==> src/rtl/vend_ctrl.sv <==
// vend_ctrl: coin-operated vending controller with credit, per-item stock and change return
module vend_ctrl #(
  parameter int CREDIT_W   = 6,
  parameter int PRICE_0    = 3,
  parameter int PRICE_1    = 4,
  parameter int PRICE_2    = 5,
  parameter int PRICE_3    = 6,
  parameter int STOCK_W    = 4,
  parameter int STOCK_INIT = 8
) (
  input  logic                clk,
  input  logic                reset,
  input  logic [1:0]          coin,
  input  logic [1:0]          sel,
  input  logic                buy,
  input  logic                restock,
  output logic                drink,
  output logic [1:0]          item,
  output logic [1:0]          back,
  output logic                reject,
  output logic                busy,
  output logic [CREDIT_W-1:0] credit,
  output logic [3:0]          sold_out
);
  typedef enum logic [1:0] {IDLE, VEND, CHANGE} state_t;
  localparam int CW1 = CREDIT_W + 1;
  state_t state_q, state_d;
  logic [CREDIT_W-1:0] credit_q, credit_d;
  logic [STOCK_W-1:0] stock_q [4];
  logic [STOCK_W-1:0] stock_d [4];
  logic [1:0] item_q, item_d;
  logic reject_q, reject_d;
  logic [CW1-1:0] sum, price;
  logic ge2;
  // One extra bit on the sum exposes credit overflow instead of wrapping
  assign sum = {1'b0, credit_q} + CW1'(coin);
  assign ge2 = |credit_q[CREDIT_W-1:1];
  // Price of the currently selected item
  always_comb begin
    price = sel == 2'd0 ? CW1'(PRICE_0) :
            sel == 2'd1 ? CW1'(PRICE_1) :
            sel == 2'd2 ? CW1'(PRICE_2) : CW1'(PRICE_3);
  end
  // Next-state logic: coin/buy handling in IDLE, one-cycle vend, change payout
  always_comb begin
    state_d  = state_q;
    credit_d = credit_q;
    stock_d  = stock_q;
    item_d   = item_q;
    reject_d = 1'b0;
    if (state_q == IDLE) begin
      if (coin == 2'b11) begin
        state_d = |credit_q ? CHANGE : IDLE;
      end else if (coin != 2'b00) begin
        reject_d = sum[CREDIT_W];
        credit_d = sum[CREDIT_W] ? credit_q : sum[CREDIT_W-1:0];
      end else if (buy) begin
        if ({1'b0, credit_q} >= price && |stock_q[sel]) begin
          credit_d     = credit_q - price[CREDIT_W-1:0];
          stock_d[sel] = stock_q[sel] - STOCK_W'(1);
          item_d       = sel;
          state_d      = VEND;
        end else begin
          reject_d = 1'b1;
        end
      end
    end else begin
      reject_d = |coin;
      if (state_q == VEND) begin
        state_d = |credit_q ? CHANGE : IDLE;
      end else begin
        credit_d = credit_q - (ge2 ? CREDIT_W'(2) : CREDIT_W'(1));
        state_d  = credit_d == '0 ? IDLE : CHANGE;
      end
    end
    if (restock) for (int i = 0; i < 4; i++) stock_d[i] = STOCK_W'(STOCK_INIT);
  end
  // State, credit, stock and pulse registers
  always_ff @(posedge clk or posedge reset) begin
    if (reset) begin
      state_q  <= IDLE;
      credit_q <= '0;
      item_q   <= '0;
      reject_q <= 1'b0;
      for (int i = 0; i < 4; i++) stock_q[i] <= STOCK_W'(STOCK_INIT);
    end else begin
      state_q  <= state_d;
      credit_q <= credit_d;
      item_q   <= item_d;
      reject_q <= reject_d;
      stock_q  <= stock_d;
    end
  end
  // Moore outputs decoded from registered state
  always_comb begin
    drink  = state_q == VEND;
    item   = state_q == VEND ? item_q : 2'b00;
    back   = state_q == CHANGE ? (ge2 ? 2'b10 : 2'b01) : 2'b00;
    reject = reject_q;
    busy   = state_q != IDLE;
    credit = credit_q;
    for (int i = 0; i < 4; i++) sold_out[i] = stock_q[i] == '0;
  end
endmodule

==> config.mk <==
export PLATFORM = sky130hd
export DESIGN_NAME = vend_ctrl
export DESIGN_NICKNAME = d
export VERILOG_FILES = /design/src/rtl/vend_ctrl.sv
export SDC_FILE = /design/constraint.sdc
export NUM_CORES = 1
export LEC_CHECK = 0
export ABC_CLOCK_PERIOD_IN_PS = 3000
export BUFFER_PORTS_ARGS = -buffer_cell sky130_fd_sc_hd__buf_2
export CELL_PAD_IN_SITES_DETAIL_PLACEMENT = 1
export CELL_PAD_IN_SITES_GLOBAL_PLACEMENT = 1
export CORE_AREA = 5 5 74 76
export CTS_CLUSTER_DIAMETER = 200
export DETAILED_ROUTE_END_ITERATION = 8
export DIE_AREA = 0 0 79 81
export PLACE_DENSITY_LB_ADDON = 0.1
export SLEW_MARGIN = 10
export SYNTH_ARGS = -nofsm -noshare
export SYNTH_HDL_FRONTEND = slang
export SYNTH_SLANG_ARGS = --single-unit
==> constraint.sdc <==
create_clock -name clk -period 3 [get_ports clk]
set_input_delay 0.45 -clock clk [delete_from_list [all_inputs] [get_ports clk]]
set_output_delay 0.45 -clock clk [all_outputs]
set_load 0.03 [all_outputs]
=== Word level (Yosys, flattened, before mapping) ===
Cells that the tools add are included.

* Add/subtract/negate cells: 4
* Magnitude comparators: 3
* Eq/ne operators: 15
* Reductions and logical operators: 22
* Bitwise gates (word level): 3
* Muxes and demuxes: 39

{| class="wikitable"
|+ Operators with widths
! kind !! number
|-
| $mux 16 || 6
|-
| $mux 6 || 7
|-
| $mux 2 || 14
|-
| $bwmux 16 || 1
|-
| $logic_not 4->1 || 4
|-
| $reduce_and 5->1 || 3
|-
| $mux 4 || 3
|-
| $reduce_bool 2->1 || 5
|-
| $bmux 4 s2 || 1
|-
| $demux 4 s2 || 1
|-
| $add 6x2->7 || 1
|-
| $eq 2x2->1 const B || 3
|-
| $ge 6x3->1 || 1
|-
| $logic_not 6->1 || 1
|-
| $ne 2x2->1 const B || 3
|-
| $ne 3x1->1 const B || 2
|-
| $ne 3x2->1 const B || 2
|-
| $ne 3x3->1 const B || 2
|-
| $reduce_or 6->1 || 1
|-
| $sub 6x2->6 || 1
|-
| $sub 6x3->6 || 1
|-
| $mux 1 || 5
|-
| $reduce_or 5->1 || 1
|-
| $eq 2x1->1 const B || 2
|-
| 12 further kinds || 15
|}

* Bits of input ports: 8
* Bits in registers: 27
* Word-level logic and storage cells: 94

=== Depth between registers and ports, before layout ===
* Word-level depth: 12
* Gate-level depth with buffers: 12
* Depth with buffers taken out: 10

=== Worst setup path before layout ===
OpenSTA, ideal clock, no wires.

* Path type: register to register
* From: reg credit_q[3], in the netlist credit[3]
* To: reg credit_q[5], in the netlist credit[5]
* Data required time: 2.922 ns
* Arrival: 2.769 ns
* Buffers on the path: 1
* Cell stages (with the launch flop): 10
* Setup slack: 0.153 ns
* Cell sequence: dfrtp_1 -> buf_6 -> or3_1 -> nor3_1 -> ha_1 -> a211oi_1 -> and2_1 -> nor3_1 -> a311o_1 -> a21oi_1

* Word-level cells in the longest chain between the ends: 6
* Elaborated cells on any way between the ends: 17
* Those cells by class: 3 x add/sub; 1 x order compare; 2 x eq/ne; 8 x mux; 3 x reduce/logical

{| class="wikitable"
|+ Ends and longest elaborated chain
! item !! RTL line !! source
|-
| from (decl) || 28 || <nowiki>logic [CREDIT_W-1:0] credit_q, credit_d;</nowiki>
|-
| from (signal assigned) || 88 || <nowiki>credit_q <= credit_d;</nowiki>
|-
| $sub 6x3->6 || 59 || <nowiki>credit_d = credit_q - price[CREDIT_W-1:0];</nowiki>
|-
| $mux 6 || 58 || <nowiki>if ({1'b0, credit_q} >= price && |stock_q[sel]) begin</nowiki>
|-
| $mux 6 || 57 || <nowiki>end else if (buy) begin</nowiki>
|-
| $mux 6 || 54 || <nowiki>end else if (coin != 2'b00) begin</nowiki>
|-
| $mux 6 || 52 || <nowiki>if (coin == 2'b11) begin</nowiki>
|-
| $mux 6 || 51 || <nowiki>if (state_q == IDLE) begin</nowiki>
|}

Parallel ways exist; a longest one is shown, timed or not. The select of a mux whose other input is x is not followed.
A chain may end at the register's enable or synchronous reset.

=== Worst setup path in the final report ===
* From: reg credit_q[4], in the netlist credit[4]
* To: reg credit_q[5], in the netlist credit[5]

Same word-level chain as after synthesis.

==> flow_metrics.py <==
metrics = {
    "cts": {
        "post_cts_buffers": 0,
        "clock_sinks": 27,
        "clk_latency_ns": 0.28,
        "tritoncts": "done",
        "cts_root_buffer": "clkbuf_8",
        "ctsHoldBuffers": 0,
        "clk_path_buf_depth": 2,
        "numCtsBuffers": 3,
        "ctsResizeCount": 0,
        "clk_pin_slew_ns": 0.10,
        "htreeDepth": 1,
    },
    "logic_synthesis": {
        "ys_seq_area_share_pct": 33.5,
        "synth_compound_area_share_pct": 19.6,
        "synthAdderAreaFrac_pct": 11.6,
        "synth-xor-area-share_pct": 3.45,
        "synthSimpleGateAreaFrac_pct": 19.4,
        "synthTopCellsByArea": "dfrtp_1 (28%), ha_1 (8.6%), a21oi_1 (5.2%)",
        "synth_top_family_by_area": "compound AO/OA/AOI/OAI gates",
        "syn_nets": 256,
        "postSynthCellCount": 231,
        "synthMuxAreaShare_pct": 5.98,
        "synth-main-ff-cell": "dfrtp_1",
        "ys_async_sr_fraction_pct": 100,
        "netlist.area_leader.share_pct": 28.3,
        "synth-seq-cells": 27,
        "yosys_warnings": 0,
        "syn_area_per_cell_um2": 8.79,
        "synth.distinct_cells": 50,
        "synth_area_leader_cell": "dfrtp_1",
        "synth-edff-count": 0,
        "synth_area_mm2": 0.00203,
    },
    "power_and_ir_drop": {
        "power_density_mw_per_mm2": 726,
        "ir_drop_uv": 278,
        "p_leak_nw": 0.982,
    },
    "global_routing": {
        "gr-total-overflow": 0,
        "grt_max_degree": 28,
        "track_usage_pct": 19.5,
        "grt_pass1_vias": 1931,
        "grt_pass1_wl_um": 9710,
        "antenna_found_initial": 0,
    },
    "floorplan": {
        "dieArea_mm2": 0.00640,
        "die_h_um": 81,
        "io-pin-count": 25,
        "dieWidth_um": 79,
        "start_util_pct": 43.6,
        "num_rows": 25,
        "core-area_mm2": 0.00466,
    },
    "placed_design": {
        "place.gp.congestion": 0.795,
        "dp_hpwl_um": 4570,
        "port_buffers": 24,
        "place_inst": 307,
    },
    "setup_path": {
        "path_max_fanout": 7,
        "cpPeakStageDelay_ns": 0.49,
        "worstPathRequired_ns": 3.21,
        "cp_common_cell": "nor3_1",
        "crit_arrival_ns": 2.92,
        "criticalPathCategory": "reg -> reg",
        "critical-path-slowest-cell": "dfrtp_1",
        "start_kind": "flip-flop",
        "endpoint_kind": "flip-flop",
        "crit_chain": "or3_1 -> nor3_1 -> buf_4 -> ha_1 -> a211oi_1 -> and2_1 -> nor3_1 -> a311o_1 -> a21oi_1",
    },
    "drt": {
        "drtPass1Iterations": 4,
        "dr.first_iter.drc_count": 103,
        "vias_per_cell": 5.91,
        "drcViolationCount": 0,
        "vias": 1838,
        "wl_um": 5790,
        "drtAntennaViolNets": 0,
        "routedWlPerCell_um": 18.6,
    },
    "final_layout": {
        "nNetsFinal": 283,
        "antenna_cells": 0,
        "mostFrequentLayoutCell": "nor2_1",
        "drive_above_1_share_pct": 20.6,
        "fin_cells": 311,
        "final_cell_mix": "nor2_1 (27), buf_2 (24), dfrtp_1 (23), a21oi_1 (21), inv_1 (16)",
        "area_growth_pct": 11.7,
    },
    "sta": {
        "worstMarginPinSlew_ns": 1.05,
        "maxSlewViolCount": 0,
        "clock.fmax_mhz": 369,
        "hold_viol": 0,
        "final.setup.tns_ns": 0,
        "period_minus_slack_ns": 2.71,
        "finalCritPeriodShare_pct": 90.3,
        "finalClockSkew_ns": 0.00257,
        "setup_viol": 0,
        "grt_setup_unrepaired": "no",
        "maxSlewHeadroom_pct": 29.9,
    },
    "run": {
        "cap_violations": 0,
    },
    "status": {
        "status": "completed",
    },
    "hold_path": {
        "hold_path_class": "in -> async",
    },
}
-- stage by stage --
stage,power [mW],worst slack (ns),utilization [%],hold WS [ns],area [µm²]
after floorplan,1.16,0.153,-,0.454,2030
final,1.65,0.290,48.7,0.410,2270
after global placement,1.42,0.194,47.7,0.475,2220
after global routing,1.79,0.0795,48.7,0.504,2270
after CTS,1.66,0.311,48.7,0.458,2270
after detailed placement,1.44,0.146,47.7,0.485,2220
-- layout make-up --
cell class | count | area (µm²)
Multi-Input combinational cell | 176 | 1220
Fill cell | 561 | 2390
Sequential cell | 27 | 681
Clock buffer | 3 | 41.3
Tap cell | 54 | 67.6
Inverter | 16 | 60.1
Clock inverter | 1 | 5.00
Timing Repair Buffer | 34 | 195
-- critical path: cells and delay by family (launching register included) --
kind	cells	cell delay, ns
fa+ha+maj	1	0.23
flops	1	0.49
compound gates	3	0.89
buf+inv	1	0.18
simple gates	4	0.86
-- sequential cells by signal, summed over array words and instances (netlist names) --
signal / flops
credit: 6
stock_q: 16
reject: 1
state_q: 2
item_q: 2
-- cells by family (layout without fill, tap and decap cells) --
group                      Yosys count  after routing
AOI/OAI and AO/OA                   60             60
and+or+nand+nor                     83             83
DFF                                 27             27
buffers and inverters               28             54
adders and majority gates           17             17
muxes                                8              8
xor gates and xnor gates             8              8
-- cells in the mapped netlist, types with 2 or more instances --
cell,instances
a211oi_1,8
a21oi_1,21
and2_1,3
buf_2,3
buf_6,3
clkbuf_1,5
dfrtp_1,23
dfstp_2,4
fa_1,3
ha_1,14
inv_1,16
mux2_2,3
mux2i_1,2
mux4_2,3
nand2_1,15
nand2b_1,2
nand3_1,8
nor2_1,27
nor2b_1,3
nor3_1,13
nor4_1,5
o21ai_0,9
o22ai_1,2
o31ai_1,4
xnor2_1,6
xor2_1,2
-- path summary, 6_finish.rpt --
path,from,to,slack [ns],cells after the start
setup / recovery,credit[4],credit[5],0.29,9
hold / removal,reset,state_q[0],0.41,2
setup reg to reg,credit[4],credit[5],0.29,9
hold reg to reg,stock_q[3],stock_q[3],0.50,2
max in group asynchronous,reset,credit[3],1.96,2
min in group clk,stock_q[3],stock_q[3],0.50,2
-- report_power, final --
part,switching [mW],internal (mW)
combinational,0.574,0.347
clock,0.125,0.0934
sequential,0.0751,0.432
-- layer usage --
| metal | share of wire (%) | GRT usage, % | vias up |
|---|---|---|---|
| met5 | 0 | 0 | - |
| met4 | 1.5 | 4.98 | 0 |
| met3 | 2.9 | 2.11 | 9 |
| met2 | 53 | 36.5 | 34 |
| met1 | 43 | 23.8 | 918 |
| li1 | - | - | 877 |
Power figures use the tool's default switching activity.
